`config.mk`:
```
export PLATFORM = sky130hd
export DESIGN_NAME = tdc_meas_ctrl
export DESIGN_NICKNAME = d
export VERILOG_FILES = /design/src/rtl/tdc_meas_ctrl.sv
export SDC_FILE = /design/constraint.sdc
export NUM_CORES = 1
export LEC_CHECK = 0
export CORE_UTILIZATION = 25
export CTS_CLUSTER_SIZE = 12
export DETAILED_ROUTE_END_ITERATION = 12
export PLACE_DENSITY = 0.55
export SYNTH_ARGS = -nofsm -noshare
export SYNTH_HDL_FRONTEND = slang
export SYNTH_SLANG_ARGS = --single-unit
```
`constraint.sdc`:
```
create_clock -name clk -period 2.5 [get_ports clk]
set_input_delay 0.25 -clock clk [delete_from_list [all_inputs] [get_ports clk]]
set_output_delay 0.25 -clock clk [all_outputs]
set_load 0.02 [all_outputs]
```
`src/rtl/tdc_meas_ctrl.sv`:
```
// TDC measurement sequencer: clear, coarse count start->hit,
// settle, popcount taps, report one result per sample.
module tdc_meas_ctrl #(
  parameter int NUM_STAGES    = 10,
  parameter int COARSE_W      = 16,
  parameter int SETTLE_CYCLES = 2,
  parameter int CLR_CYCLES    = 10,
  parameter int TIMEOUT       = 1000,
  parameter int FINE_W        = $clog2(NUM_STAGES + 1)
) (
  input  logic                  clk,
  input  logic                  reset,
  input  logic                  cmd_valid,
  output logic                  cmd_ready,
  input  logic [3:0]            cmd_samples,
  input  logic                  start_pulse,
  input  logic                  hit,
  output logic                  tdc_clr,
  input  logic [NUM_STAGES-1:0] tdc_stages,
  output logic                  res_valid,
  input  logic                  res_ready,
  output logic [COARSE_W-1:0]   res_coarse,
  output logic [FINE_W-1:0]     res_fine,
  output logic                  res_timeout,
  output logic                  res_last,
  output logic                  busy
);

  localparam int CLR_W = $clog2(CLR_CYCLES + 1);
  localparam int SET_W = $clog2(SETTLE_CYCLES + 1);

  typedef enum logic [2:0] {
    S_IDLE,
    S_CLEAR,
    S_WAIT,
    S_RUN,
    S_SETTLE,
    S_REPORT
  } state_t;

  state_t              state;
  logic [3:0]          remaining;
  logic [CLR_W-1:0]    clr_cnt;
  logic [SET_W-1:0]    set_cnt;
  logic [COARSE_W-1:0] coarse;
  logic [COARSE_W-1:0] coarse_inc;
  logic                at_limit;

  function automatic logic [FINE_W-1:0] popcount(
    input logic [NUM_STAGES-1:0] v
  );
    logic [FINE_W-1:0] n;
    n = '0;
    for (int i = 0; i < NUM_STAGES; i++)
      n = n + FINE_W'(v[i]);
    return n;
  endfunction

  assign coarse_inc = coarse + COARSE_W'(1);
  assign at_limit   = (coarse_inc == COARSE_W'(TIMEOUT));

  assign cmd_ready = (state == S_IDLE);
  assign busy      = (state != S_IDLE);
  assign tdc_clr   = reset | (state == S_CLEAR);

  always_ff @(posedge clk) begin
    if (reset) begin
      state       <= S_IDLE;
      remaining   <= '0;
      clr_cnt     <= '0;
      set_cnt     <= '0;
      coarse      <= '0;
      res_valid   <= 1'b0;
      res_coarse  <= '0;
      res_fine    <= '0;
      res_timeout <= 1'b0;
      res_last    <= 1'b0;
    end else begin
      unique case (state)
        S_IDLE: begin
          if (cmd_valid && cmd_ready) begin
            remaining <= cmd_samples;
            clr_cnt   <= '0;
            state     <= S_CLEAR;
          end
        end
        S_CLEAR: begin
          if (clr_cnt == CLR_W'(CLR_CYCLES - 1))
            state <= S_WAIT;
          else
            clr_cnt <= clr_cnt + CLR_W'(1);
        end
        S_WAIT: begin
          coarse <= '0;
          if (start_pulse)
            state <= S_RUN;
        end
        S_RUN: begin
          coarse <= coarse_inc;
          // a hit on the limit edge still counts as a real hit
          if (hit) begin
            res_coarse  <= coarse_inc;
            res_timeout <= 1'b0;
            set_cnt     <= '0;
            state       <= S_SETTLE;
          end else if (at_limit) begin
            res_coarse  <= coarse_inc;
            res_timeout <= 1'b1;
            res_fine    <= '0;
            res_last    <= (remaining == 4'd0);
            res_valid   <= 1'b1;
            state       <= S_REPORT;
          end
        end
        S_SETTLE: begin
          if (set_cnt == SET_W'(SETTLE_CYCLES - 1)) begin
            res_fine  <= popcount(tdc_stages);
            res_last  <= (remaining == 4'd0);
            res_valid <= 1'b1;
            state     <= S_REPORT;
          end else begin
            set_cnt <= set_cnt + SET_W'(1);
          end
        end
        S_REPORT: begin
          if (res_ready) begin
            res_valid <= 1'b0;
            if (remaining == 4'd0) begin
              state <= S_IDLE;
            end else begin
              remaining <= remaining - 4'd1;
              clr_cnt   <= '0;
              state     <= S_CLEAR;
            end
          end
        end
        default: state <= S_IDLE;
      endcase
    end
  end

endmodule

```
==> out/metrics.csv <==
metric,value,unit
Die ar.,13100,sq um
Wirelength per Cell,12.2,um
"critical path, cell by cell",buf_6 > inv_2 > fa_1 > fa_1 > fa_1 > inv_1 > ha_2 > fa_2 > nand2_1 > mux2i_1,
post-synthesis async set-or-reset flop share,0,
fmax,400,MHz
DRC Markers,0,
crit path time final,2.50,ns
GR Util All Layers,0.124,
DRT Wirelength,7.55,mm
Post-Place Cell Area,3950,sq um
Hold EP,state[0],
vias per cell,4.59,
Hold Crit Start,reset,
Clock Latency Late Sink,0.29,ns
Crit. End Element,register,
switch share,0.267,
Synth Instances,395,
Seq pwr share,0.434,
cts bufs inserted,5,
dominant cell type by area after synthesis,dfxtp_1,
# IOs,46,
Synth cell types,53,
antenna diode count,0,
area grow syn2layout,31.4,%
top post-synthesis cells by area,"dfxtp_1 33%, nor2_1 6.5%, nand2_1 4.2%, a21oi_1 4.1%, fa_1 3.8%",
Critical Setup Path Class,input pin to register,
"Reg clk slew, reported paths",0.07,ns
Starting Density,0.260,
ys flop type,dfxtp_1,
core area,12200,sq um
layout cells sized above 1,0.166,
CP Launch Type,input pin,
root buffer cell,clkbuf_16,
maxcap violations,0,
initial antenna violation count,0,
post-synth top area share,0.330,
Worst-Margin Slew,0.599,ns
RSZ-0062 raised after global routing,true,
Max clock buf depth,2,
Post-CTS Setup Inserts,0,
P_sw,0.000541,W
max-slew violations,0,
Clk pwr share,0.385,
Hold WC Path Type,input pin to register,
first-pass GRT wire length,13.0,mm
yosys warns,0,
Pre-antenna DRT Iters,4,
Crit path top cell by count,fa_1,
"EDFF count, synth",0,
Die Wd,114,um
vias in the first global route,2832,
peak fanout along the critical path,2,
Inst Count DP,613,
dpl hpwl,5.60,mm
final period utilization,0.999,
reg2reg end,res_coarse[4],
# rows,40,
H-tree levels,2,
sequential area share after synthesis,0.330,
via count,2848,
Routability Congestion,0.862,
Slew headroom,0.600,
Yosys reg bits,52,
WP data arrival,2.73,ns
Layout Cells excl Fill,621,
nets,485,
Synthesized Nets,428,
final hold vios,0,
hold_ws,0.264,ns
pwr dens,488,nW/um^2
Post-Synthesis Cell Area,3160,sq um
reg2reg setup slack,0.11,ns
largest net degree at the start of global routing,43,
"count leader, synth",nor2_1,
reg2reg start,coarse[6],
synth cell count leaders,"55 x nor2_1, 52 x dfxtp_1, 35 x nand2_1, 26 x a21oi_1, 23 x inv_1",
leakage,1.58,nW
Critical Path Max Stage Delay,0.55,ns
die height,114,um
"Design Area, Final",4150,sq um
final setup TNS,0,ns
Critical-path top delay cell,fa_1,
depth of the most critical reg-to-reg path,8,
Logic pwr share,0.181,
grt ovf,0,
# setup viols final,0,
DR iter-0 viols,78,
Fin Clk Skew,0.00635,ns
TritonCTS clock tree,yes,
Final ANT Viol Nets,0,
"Req. time, crit path",2.73,ns
Syn Area/Cell,8.00,sq um
Peak VDD IR,0.217,mV
status,"finished, final reports clean",
internal power,0.00148,W
Sink Count,52,
IO buf count,45,
Min-Delay Path Depth,2,
worst max-delay path by stage:
| stage | start | endpoint | depth (start not counted) | slack [ns] |
|---|---|---|---|---|
| detailed placement | tdc_stages[9] | res_fine[2] | 11 | -0.83 |
| finish | tdc_stages[5] | res_fine[1] | 10 | 0.002 |
| CTS | tdc_stages[3] | res_fine[2] | 11 | -0.09 |
| global placement | tdc_stages[9] | res_fine[1] | 10 | -0.78 |
| floorplan | tdc_stages[9] | res_fine[1] | 9 | -0.15 |
| global route | tdc_stages[5] | res_fine[2] | 11 | -0.13 |
repair_timing:
action,in CTS,in global routing
gates resized for setup,25,10
setup endpoints to repair,4,19
pin swaps,6,6
hold buffers,0,0
layout by cell type, fill, tap and decap left out, types with 5 or more instances in the layout:
cell type / netlist / layout
nor2_1: 55 / 55
dfxtp_1: 52 / 50
clkdlybuf4s50_1: 0 / 38
nand2_1: 35 / 35
buf_4: 1 / 30
a21oi_1: 26 / 26
inv_1: 23 / 19
nor2b_1: 19 / 19
nor3_1: 19 / 19
o21ai_0: 12 / 12
nand2b_1: 11 / 11
xnor2_1: 11 / 10
mux2_1: 9 / 9
nand3_1: 9 / 8
a22oi_1: 7 / 7
nand4_1: 7 / 7
mux2i_1: 6 / 6
mux2_2: 6 / 6
ha_1: 7 / 6
xor2_1: 5 / 5
fa_1: 6 / 5
clkbuf_16: 0 / 5
layer usage:
layer | track usage | vias to the layer above | wire length [um]
met5 | 0 | - | 0
met4 | 0.0407 | 0 | 133
met3 | 0.0286 | 13 | 282
met2 | 0.210 | 60 | 3530
met1 | 0.155 | 1324 | 3610
li1 | - | 1451 | -
area by class of cell:
| type | count | area, sq um |
|---|---|---|
| inverters | 24 | 97.6 |
| flip-flops and latches | 52 | 1040 |
| clock buffers | 6 | 129 |
| clock inverters | 2 | 35.0 |
| multi-input cells | 293 | 1960 |
| repair buffers | 76 | 679 |
| fillers | 1264 | 8010 |
| well taps | 168 | 210 |
power groups by stage:
stage                     sequential (W)  combinational [W]  clock (W)
after floorplan                 0.000874           0.000261          0
after global placement          0.000898           0.000352          0
after detailed placement        0.000898           0.000360          0
after CTS                       0.000879           0.000371   0.000808
after global routing            0.000882           0.000423   0.000834
final                           0.000879           0.000366   0.000780
critical path: cells and delay by family:
family / cells / cell delay, ns
adder cells (fa/ha/maj): 5 / 2.17
buffers and inverters: 3 / 0.14
multiplexers: 1 / 0.12
AND/OR/NAND/NOR: 1 / 0.04
sequential cells by signal, indices dropped and copies added, names as in the netlist:
name	count
clr_cnt	4
coarse	16
remaining	4
res_coarse	16
res_fine	4
res_last	1
res_timeout	1
res_valid	1
set_cnt	2
state	3
kinds of logic (layout without fill, tap and decap cells):
kind of cell / after synthesis / after routing / synth area share
multiplexers: 22 / 22 / 0.0773
XOR/XNOR: 17 / 17 / 0.0495
adder cells (fa/ha/maj): 13 / 13 / 0.0658
AND/OR/NAND/NOR: 172 / 172 / 0.269
flip-flops: 52 / 52 / 0.330
AO/OA/AOI/OAI: 69 / 69 / 0.140
buffers and inverters: 50 / 108 / 0.0681
per-stage QoR:
stage / total power [W] / utilization / setup slack [ns]
finish: 0.00203 / 0.341 / 0.00166
global route: 0.00214 / 0.341 / -0.131
CTS: 0.00206 / 0.337 / -0.0942
detailed placement: 0.00126 / 0.324 / -0.832
global placement: 0.00125 / 0.324 / -0.775
floorplan: 0.00113 / - / -0.153
(Power assumes the default switching activity.)
